**src/rtl/ifft64_pkg.sv**
```systemverilog
// Shared definitions for the 64-point IFFT output reorder path.
// Holds the transform geometry, the ping-pong bank state encoding and the
// 6-bit bit-reversal used to map radix-2 output order to natural order.
package ifft64_pkg;

    localparam int unsigned N      = 64;
    localparam int unsigned PAIRS  = 32;
    localparam int unsigned DATA_W = 16;
    localparam int unsigned ADDR_W = 6;
    localparam int unsigned CNT_W  = 5;

    typedef enum logic [1:0] {
        BANK_EMPTY    = 2'd0,
        BANK_FILLING  = 2'd1,
        BANK_FULL     = 2'd2,
        BANK_DRAINING = 2'd3
    } bank_st_e;

    // Reverse the bit order of a 6-bit sample index.
    function automatic logic [ADDR_W-1:0] bitrev6(input logic [ADDR_W-1:0] x);
        logic [ADDR_W-1:0] r;
        for (int i = 0; i < int'(ADDR_W); i++) begin
            r[i] = x[int'(ADDR_W) - 1 - i];
        end
        return r;
    endfunction

endpackage

```
**src/rtl/reorder_bank.sv**
```systemverilog
// One 64-entry reorder bank, each entry {re, im}.
// Ports: clk; we writes wdata0/wdata1 at waddr0/waddr1 on the rising edge;
// rdata0_c/rdata1_c are combinational reads at raddr0/raddr1.
// Storage is not reset: a bank is only read after it has been fully written.
module reorder_bank #(
    parameter int unsigned DATA_W = ifft64_pkg::DATA_W
) (
    input  logic                          clk,
    input  logic                          we,
    input  logic [ifft64_pkg::ADDR_W-1:0] waddr0,
    input  logic [2*DATA_W-1:0]           wdata0,
    input  logic [ifft64_pkg::ADDR_W-1:0] waddr1,
    input  logic [2*DATA_W-1:0]           wdata1,
    input  logic [ifft64_pkg::ADDR_W-1:0] raddr0,
    output logic [2*DATA_W-1:0]           rdata0_c,
    input  logic [ifft64_pkg::ADDR_W-1:0] raddr1,
    output logic [2*DATA_W-1:0]           rdata1_c
);

    localparam int unsigned ENT_W = 2 * DATA_W;

    logic [ENT_W-1:0] mem_q [ifft64_pkg::N];

    // Both write addresses of a beat always differ in bit 5, so no collision.
    always_ff @(posedge clk) begin
        if (we) begin
            mem_q[waddr0] <= wdata0;
            mem_q[waddr1] <= wdata1;
        end
    end

    assign rdata0_c = mem_q[raddr0];
    assign rdata1_c = mem_q[raddr1];

endmodule

```
**src/rtl/ifft64_output_reorder.sv**
```systemverilog
// Reorders radix-2 IFFT output pairs (bit-reversed order) into natural order.
// Ports: CLK/ARSTN clock and async active-low reset; in_* pair stream with
// in_valid/in_ready; out_* natural-order pair stream (2j, 2j+1) with
// out_valid/out_ready and out_last on j=31.
// Two banks ping-pong: one fills while the other drains through a one-deep
// registered output stage.
module ifft64_output_reorder #(
    parameter int unsigned DATA_W = ifft64_pkg::DATA_W,
    parameter int unsigned N      = ifft64_pkg::N
) (
    input  logic              CLK,
    input  logic              ARSTN,
    input  logic [DATA_W-1:0] in_re0,
    input  logic [DATA_W-1:0] in_im0,
    input  logic [DATA_W-1:0] in_re1,
    input  logic [DATA_W-1:0] in_im1,
    input  logic              in_valid,
    output logic              in_ready,
    output logic [DATA_W-1:0] out_re0,
    output logic [DATA_W-1:0] out_im0,
    output logic [DATA_W-1:0] out_re1,
    output logic [DATA_W-1:0] out_im1,
    output logic              out_valid,
    input  logic              out_ready,
    output logic              out_last
);

    import ifft64_pkg::bank_st_e;
    import ifft64_pkg::BANK_EMPTY;
    import ifft64_pkg::BANK_FILLING;
    import ifft64_pkg::BANK_FULL;
    import ifft64_pkg::BANK_DRAINING;
    import ifft64_pkg::bitrev6;

    localparam int unsigned CNT_W  = ifft64_pkg::CNT_W;
    localparam int unsigned ADDR_W = ifft64_pkg::ADDR_W;
    localparam int unsigned ENT_W  = 2 * DATA_W;
    localparam logic [CNT_W-1:0] LAST_CNT = CNT_W'(N / 2 - 1);

    bank_st_e          st_q [2];
    bank_st_e          st_d [2];
    logic              wr_sel_q, wr_sel_d;
    logic              rd_sel_q, rd_sel_d;
    logic [CNT_W-1:0]  wr_cnt_q, wr_cnt_d;
    logic [CNT_W-1:0]  rd_cnt_q, rd_cnt_d;
    logic              in_ready_q, in_ready_d;
    logic              out_valid_q, out_valid_d;
    logic              out_last_q, out_last_d;
    logic [DATA_W-1:0] out_re0_q, out_re0_d;
    logic [DATA_W-1:0] out_im0_q, out_im0_d;
    logic [DATA_W-1:0] out_re1_q, out_re1_d;
    logic [DATA_W-1:0] out_im1_q, out_im1_d;

    logic              wr_fire_c;
    logic              rd_load_c;
    logic [1:0]        we_c;
    logic [ADDR_W-1:0] waddr0_c, waddr1_c, raddr0_c, raddr1_c;
    logic [ENT_W-1:0]  wdata0_c, wdata1_c;
    logic [ENT_W-1:0]  rdata0_c [2];
    logic [ENT_W-1:0]  rdata1_c [2];

    // Beat k lands at bitrev6(2k) and bitrev6(2k)+32; read beat j is 2j, 2j+1.
    always_comb begin
        waddr0_c = bitrev6({wr_cnt_q, 1'b0});
        waddr1_c = {1'b1, waddr0_c[ADDR_W-2:0]};
        raddr0_c = {rd_cnt_q, 1'b0};
        raddr1_c = {rd_cnt_q, 1'b1};
    end

    assign wdata0_c = {in_re0, in_im0};
    assign wdata1_c = {in_re1, in_im1};

    for (genvar b = 0; b < 2; b++) begin : g_bank
        assign we_c[b] = wr_fire_c && (wr_sel_q == 1'(b));

        reorder_bank #(
            .DATA_W (DATA_W)
        ) u_bank (
            .clk      (CLK),
            .we       (we_c[b]),
            .waddr0   (waddr0_c),
            .wdata0   (wdata0_c),
            .waddr1   (waddr1_c),
            .wdata1   (wdata1_c),
            .raddr0   (raddr0_c),
            .rdata0_c (rdata0_c[b]),
            .raddr1   (raddr1_c),
            .rdata1_c (rdata1_c[b])
        );
    end

    // Bank control: fill side and drain side touch different banks by construction.
    // A bank is released as soon as its final pair has moved into the output
    // register; that pair then completes on the out_last handshake. Releasing
    // at that point lets the next fill start back-to-back without a bubble.
    always_comb begin
        st_d[0]     = st_q[0];
        st_d[1]     = st_q[1];
        wr_sel_d    = wr_sel_q;
        rd_sel_d    = rd_sel_q;
        wr_cnt_d    = wr_cnt_q;
        rd_cnt_d    = rd_cnt_q;
        out_valid_d = out_valid_q;
        out_last_d  = out_last_q;
        out_re0_d   = out_re0_q;
        out_im0_d   = out_im0_q;
        out_re1_d   = out_re1_q;
        out_im1_d   = out_im1_q;

        wr_fire_c = in_valid && in_ready_q;
        rd_load_c = (!out_valid_q || out_ready) &&
                    ((st_q[rd_sel_q] == BANK_FULL) || (st_q[rd_sel_q] == BANK_DRAINING));

        if (wr_fire_c) begin
            if (wr_cnt_q == LAST_CNT) begin
                st_d[wr_sel_q] = BANK_FULL;
                wr_cnt_d       = '0;
                wr_sel_d       = ~wr_sel_q;
            end else begin
                st_d[wr_sel_q] = BANK_FILLING;
                wr_cnt_d       = CNT_W'(wr_cnt_q + 1'b1);
            end
        end

        if (out_valid_q && out_ready) begin
            out_valid_d = 1'b0;
            out_last_d  = 1'b0;
        end

        if (rd_load_c) begin
            out_valid_d = 1'b1;
            out_last_d  = (rd_cnt_q == LAST_CNT);
            out_re0_d   = rdata0_c[rd_sel_q][ENT_W-1:DATA_W];
            out_im0_d   = rdata0_c[rd_sel_q][DATA_W-1:0];
            out_re1_d   = rdata1_c[rd_sel_q][ENT_W-1:DATA_W];
            out_im1_d   = rdata1_c[rd_sel_q][DATA_W-1:0];
            if (rd_cnt_q == LAST_CNT) begin
                st_d[rd_sel_q] = BANK_EMPTY;
                rd_cnt_d       = '0;
                rd_sel_d       = ~rd_sel_q;
            end else begin
                st_d[rd_sel_q] = BANK_DRAINING;
                rd_cnt_d       = CNT_W'(rd_cnt_q + 1'b1);
            end
        end

        in_ready_d = (st_d[wr_sel_d] == BANK_EMPTY) || (st_d[wr_sel_d] == BANK_FILLING);
    end

    always_ff @(posedge CLK or negedge ARSTN) begin
        if (!ARSTN) begin
            st_q[0]     <= BANK_EMPTY;
            st_q[1]     <= BANK_EMPTY;
            wr_sel_q    <= 1'b0;
            rd_sel_q    <= 1'b0;
            wr_cnt_q    <= '0;
            rd_cnt_q    <= '0;
            in_ready_q  <= 1'b1;
            out_valid_q <= 1'b0;
            out_last_q  <= 1'b0;
            out_re0_q   <= '0;
            out_im0_q   <= '0;
            out_re1_q   <= '0;
            out_im1_q   <= '0;
        end else begin
            st_q[0]     <= st_d[0];
            st_q[1]     <= st_d[1];
            wr_sel_q    <= wr_sel_d;
            rd_sel_q    <= rd_sel_d;
            wr_cnt_q    <= wr_cnt_d;
            rd_cnt_q    <= rd_cnt_d;
            in_ready_q  <= in_ready_d;
            out_valid_q <= out_valid_d;
            out_last_q  <= out_last_d;
            out_re0_q   <= out_re0_d;
            out_im0_q   <= out_im0_d;
            out_re1_q   <= out_re1_d;
            out_im1_q   <= out_im1_d;
        end
    end

    assign in_ready  = in_ready_q;
    assign out_valid = out_valid_q;
    assign out_last  = out_last_q;
    assign out_re0   = out_re0_q;
    assign out_im0   = out_im0_q;
    assign out_re1   = out_re1_q;
    assign out_im1   = out_im1_q;

endmodule

```
**config.mk**
```make
export PLATFORM = sky130hd
export DESIGN_NAME = ifft64_output_reorder
export DESIGN_NICKNAME = d
export VERILOG_FILES = /design/src/rtl/ifft64_pkg.sv /design/src/rtl/reorder_bank.sv /design/src/rtl/ifft64_output_reorder.sv
export SDC_FILE = /design/constraint.sdc
export NUM_CORES = 2
export LEC_CHECK = 0
export ABC_CLOCK_PERIOD_IN_PS = 13200
export CAP_MARGIN = 40
export CORE_ASPECT_RATIO = 0.6
export CORE_MARGIN = 2
export CORE_UTILIZATION = 45
export CTS_BUF_LIST = sky130_fd_sc_hd__clkbuf_4
export CTS_CLUSTER_DIAMETER = 40
export DETAILED_ROUTE_END_ITERATION = 12
export GPL_ROUTABILITY_DRIVEN = 0
export PLACE_DENSITY = 0.68
export SLEW_MARGIN = 40
export SYNTH_ARGS = -nofsm -noshare
export SYNTH_HDL_FRONTEND = slang
export SYNTH_SLANG_ARGS = --single-unit
```
**constraint.sdc**
```tcl
create_clock -name CLK -period 13.2 [get_ports CLK]
set_input_delay 1.32 -clock CLK [delete_from_list [all_inputs] [get_ports CLK]]
set_output_delay 1.32 -clock CLK [all_outputs]
set_load 0.02 [all_outputs]
```
After elaboration in Yosys (flattened, before gate mapping). Memory sizes are Yosys's and may differ from the RTL's. Index checks and enable logic that the tools add are counted.

Input bits: 68. Bits in registers: 83. Memories kept: 2. RAM bits: 4096. Logic and storage cells: 86.

Memories: g_bank[0].u_bank.mem_q (words 64, bits a word 32, rd ports 2, clocked after Yosys merged registers in 0, write ports 2, line reorder_bank.sv:22) `logic [ENT_W-1:0] mem_q [ifft64_pkg::N];`; g_bank[1].u_bank.mem_q (words 64, bits a word 32, rd ports 2, clocked after Yosys merged registers in 0, write ports 2, line reorder_bank.sv:22).

Add/subtract/negate cells: 2. Mux-type cells: 31. Bitwise logic cells: 14. Reductions and logical operators: 14. Magnitude comparators: 5. Eq/ne operators: 5.

Operator list (count): $mux W32 (6); $mux W2 (8); $mux W4 (4); $add A5 B1 Y5 const B (2); $eq A5 B5 Y1 const B (2); $mux W5 (2); $mux W1 (9); $logic_and A1 B1 Y1 (7); $ge A2 B2 Y1 const B (3); $not A1 Y2 (3); $and A2 B2 Y2 (2); $and A4 B4 Y4 (1); $demux W2 S1 (2); $eq A2 B2 Y1 const B (2); $lt A2 B1 Y1 const B (2); $not A2 Y2 (2); $not A4 Y4 (1); $or A2 B2 Y2 (2); $or A4 B4 Y4 (1); $logic_or A1 B1 Y1 (3); $eq A2 B1 Y1 const B (1); $logic_not A2 Y1 (1); $not A1 Y1 (2); $reduce_and A2 Y1 (1); other kinds (2) (2).

Logic depth before layout (Yosys ltp).
Word-level depth: 17. Mapped depth: 10.

Modules after synthesis. From an unflattened synthesis, not the netlist that was laid out.

Cells, all modules: 14734. Area, all modules: 245689.4 µm².

Modules (own cells, without submodules): reorder_bank (instances 2, cells each 7216, area each 121089.9 µm²); ifft64_output_reorder (instances 1, cells each 302, area each 3509.6 µm²).

Worst setup path before layout. No wires, ideal clock.

Path type: input -> register. Start point: input in_valid. End point: memory g_bank[0].u_bank.mem_q[30][0] in the netlist's numbering (enable). Required time: 12.557 ns. Path buffers: 0. Data arrival time: 7.631 ns. Setup time: 0.643 ns. Setup slack: 4.925 ns. Stages on the path: 2. Cells stage by stage: nand2_1 -> nor4_1.

RTL lines: from (decl) (line ifft64_output_reorder.sv:17) `input logic in_valid,`; to (decl) (line reorder_bank.sv:22).

Worst setup path after layout.
Start point: register rd_cnt_q[2]. End point: register out_im1_q[4], in the netlist out_im1[4].

Longest elaborated chain between the ends: 4. Elaborated cells on any way between the ends: 5. Classes of those cells: 3 x mux; 2 x memory.

Ends and longest elaborated chain: from (decl) (line ifft64_output_reorder.sv:45) `logic [CNT_W-1:0] rd_cnt_q, rd_cnt_d;`; from (signal assigned) (line ifft64_output_reorder.sv:171) `rd_cnt_q <= rd_cnt_d;`; $mem_v2 Z64 W32; $mux W32 (implied by the code) * (3 in a row) (line ifft64_output_reorder.sv:136) `out_im1_d = rdata1_c[rd_sel_q][DATA_W-1:0];`; to (signal assigned) (line ifft64_output_reorder.sv:178) `out_im1_q <= out_im1_d;`; to (decl) (line ifft64_output_reorder.sv:52) `logic [DATA_W-1:0] out_im1_q, out_im1_d;`.

Mark *: on every way between the ends. The rest lies on a longest branch, timed or not. The select of a mux whose other input is x is not followed. A chain may end at the register's enable or synchronous reset.

==> out/results.md <==
### Logic synthesis
* fraction of the yosys area taken by sequential cells: 79.17%
* fraction of synthesized area in multiplexers: 14.35%
* Post-Synthesis Mean Instance Area: 22.06 um2
* main combinational cell family by area after synthesis: multiplexers
* most instantiated flip-flop cell in the synthesis netlist: edfxtp_1
* share of synthesized cell area in full adder, half adder and majority cells: 0.06338%
* flop and latch count out of synthesis: 4,177
* parity-gate share of the synthesized area counting xor and xnor cells: 0.005546%
* count of unique library cells instantiated by Yosys: 44
* Syn Std Cell Area: 0.1579 mm2
* top-area cell type share of the netlist area: 77.89%
* Mapped Cells: 7,160
* Post-Syn Nets: 7,236
* Synth async-reset ratio: 1.939%
* number of enable flip-flop cells after synthesis: 4,096
* Yosys warnings: 0
* area share of and/or/nand/nor cells after synthesis: 1.184%
* synthesized-area fraction occupied by ao, oa, aoi and oai cells: 3.985%
* largest cells by area after synthesis: edfxtp_1 78%, mux4_2 12%, mux2i_1 2.4%, a22oi_1 1.7%, dfrtp_1 1.3%
* largest area contributor in the netlist: edfxtp_1

### CTS
* quantity of gates resized following cts: 0
* depth of the CTS H-tree: 6
* number of buffers inserted during clock tree synthesis: 879
* Clock Tree Buf Depth: 4
* source-to-sink clock delay at the later pin of the worst-skew pair: 1520 ps
* CTS tree: yes
* Clock transition at path regs: 80 ps
* clock sinks: 4,177
* root buffer selected by CTS: clkbuf_4

### Power and ir drop
* worst vdd rail ir drop: 224.3 uV
* Pwr Density: 196.9 mW/mm2
* static leakage: 57.21 nW

### Detailed routing
* number of vias after detailed routing: 84,162
* number of violations reported at the end of detailed-routing iteration 0: 13,869
* Remaining DRCs: 0
* average wire per standard cell: 34.27 um
* number of antenna-violating nets in the routed design: 0
* Via density: 6.288
* WL final: 458.7 mm
* first-pass detailed-route iteration total: 6

### Place
* Worst Setup Slack post-DPL: 7957 ps
* placed cell areas: 0.1661 mm2
* HPWL Detailed: 248.9 mm
* count of port buffers added during placement: 134

### Global routing
* antenna violations before repair: 50
* vias in the first global route: 82,660
* remaining global-route overflow: 0
* wire length of the first global-routing pass: 637.9 mm
* all-layer global routing usage: 25.39%
* largest net degree at the start of global routing: 116

### Floorplan
* total I/O pin count: 135
* starting density of the core: 45.23%
* CORE AREA: 0.3491 mm2
* height of the chip: 462.9 um
* Total Die Area: 0.3558 mm2
* floorplan die width: 768.8 um
* number of rows created at floorplan: 168

### Timing
* Max-Slew Margin vs Limit: 35.52%
* count of final max-slew check failures: 0
* worst clock skew: 123.8 ps
* Max Freq: 214.7 MHz
* Setup TNS: 0 ps
* Hold Slack: 314.1 ps
* clock period minus final worst setup slack: 4659 ps
* final hold violations: 0
* Slew @ Worst Pin: 967.3 ps
* Setup-failing EPs final: 0
* share of the clock period used by the worst path: 35.29%
* RSZ-0062 raised after global routing: no
* final worst setup slack: 8541 ps

### Setup path
* Worst setup SP type: register
* largest fanout on the critical path: 27
* worst reg2reg setup slack: 8540 ps
* data required time at the worst endpoint: 14,530 ps
* CP dominant cell by count: buf_4
* largest stage delay on the critical path: 650 ps
* critical path data arrival time: 5980 ps
* R2R cell count: 9
* type of element capturing the critical path: register
* critical path cell sequence: buf_4 -> buf_4 -> nand2b_4 -> buf_4 -> buf_4 -> o22ai_1 -> o32ai_2 -> buf_4 -> o2111ai_1
* Setup Crit Path Kind: reg -> reg
* worst-path cell with the longest stage delay: buf_4

### Final layout
* area growth from synthesis to layout: 12.73%
* most frequent cells in the layout: 4,096 x edfxtp_1, 1,406 x clkbuf_4, 832 x mux4_2
* final design utilization: 50.99%
* most common cell after layout, fill and taps aside: edfxtp_1
* number of fill cells in the layout: 27,127
* fraction of layout cells with a size suffix above 1: 31.37%
* post-layout instance area: 0.1780 mm2
* net total in the final layout: 8,093

### Job
* # Max-Cap Violations: 0

### Run status
* status: complete, no violations

### Worst hold path
* worst min-delay path class: in -> async

==> layer usage <==
| layer | up-vias | part of all wire, % | global-route usage [%] |
|---|---|---|---|
| met3 | 763 | 16 | 8.521 |
| met4 | 36 | 2.6 | 7.277 |
| met5 | - | 0.053 | 0 |
| met2 | 6621 | 42 | 35.36 |
| li1 | 32588 | - | - |
| met1 | 44154 | 39 | 38.17 |
==> area by class of cell <==
type	count	area, um2	area share [%]
Antenna cell	15	37.54	0.02108
Clock buffer	1404	10540	5.921
Sequential cell	4177	125000	70.24
Clock inverter	155	1074	0.6030
Inverter	5	18.77	0.01054
Multi-Input combinational cell	2560	31560	17.73
Timing Repair Buffer	394	3900	2.191
Tap cell	4675	5849	3.286
==> final timing paths <==
check / from / endpoint
max: rd_cnt_q[2] / out_im1[4]
min reg2reg: rd_sel_q / rd_sel_q
max reg2reg: rd_cnt_q[2] / out_im1[4]
min in group CLK: in_im1[7] / g_bank[1].u_bank.mem_q[32][7]
min: ARSTN / out_re0[2]
max in group asynchronous: ARSTN / rd_cnt_q[0]
==> power by group <==
part | leakage [nW] | switching [mW] | internal, mW
sequential | 37.8 | 0.430 | 14.8
clock | 6.95 | 5.01 | 5.02
combinational | 12.5 | 5.87 | 3.87
total | 57.2 | 11.3 | 23.7
==> worst max-delay path: cells and delay by family (launching register included) <==
kind,cells,cell delay (ps)
buffers and inverters,5,2240
AOI/OAI and AO/OA,3,1100
DFF,1,640
and+or+nand+nor,1,370
==> flip-flops by register name, summed over array words and instances (netlist names) <==
signal and flops:
g_bank.u_bank.mem_q 4096, in_ready 1, out_im0 16, out_im1 16
out_last 1, out_re0 16, out_re1 16, out_valid 1
rd_cnt_q 5, rd_sel_q 1, st_q 2, wr_cnt_q 5
wr_sel_q 1
==> metrics by stage <==
step	instances	power [mW]
3_5_place_dp	11797	25.13
3_3_place_gp	11777	24.98
5_1_grt	13378	36.29
2_1_floorplan	7160	21.52
6_report	13385	35.05
4_1_cts	13357	35.01
==> cell usage after synthesis (all sizes together) (2+ instances only) <==
library cell	n
a22oi	355
nor2b	36
nand2b	3
edfxtp	4096
nand3	8
nand3b	3
o21ai	101
nand2	246
inv	5
mux2	6
o22ai	67
a21o	2
o32ai	30
or3b	2
o31ai	3
nor2	135
a22o	62
o22a	30
o221ai	31
clkbuf	216
mux2i	386
o2111ai	64
a21oi	96
and2	4
buf	202
mux4	832
dfrtp	80
or2	2
nor3	7
o41ai	31
ha	8
and3	4
==> timing repair <==
item | in CTS | in global routing
buffers inserted | 0 | 0
hold buffers | 1 | 0
endpoints found under the hold margin | 19 | 0
==> logic make-up after synthesis <==
group	Yosys count
AO/OA/AOI/OAI	874
buffers and inverters	423
XOR/XNOR	1
AND/OR/NAND/NOR	453
adder cells (fa/ha/maj)	8
multiplexers	1224
flip-flops	4177
Power figures use the tool's default switching activity.
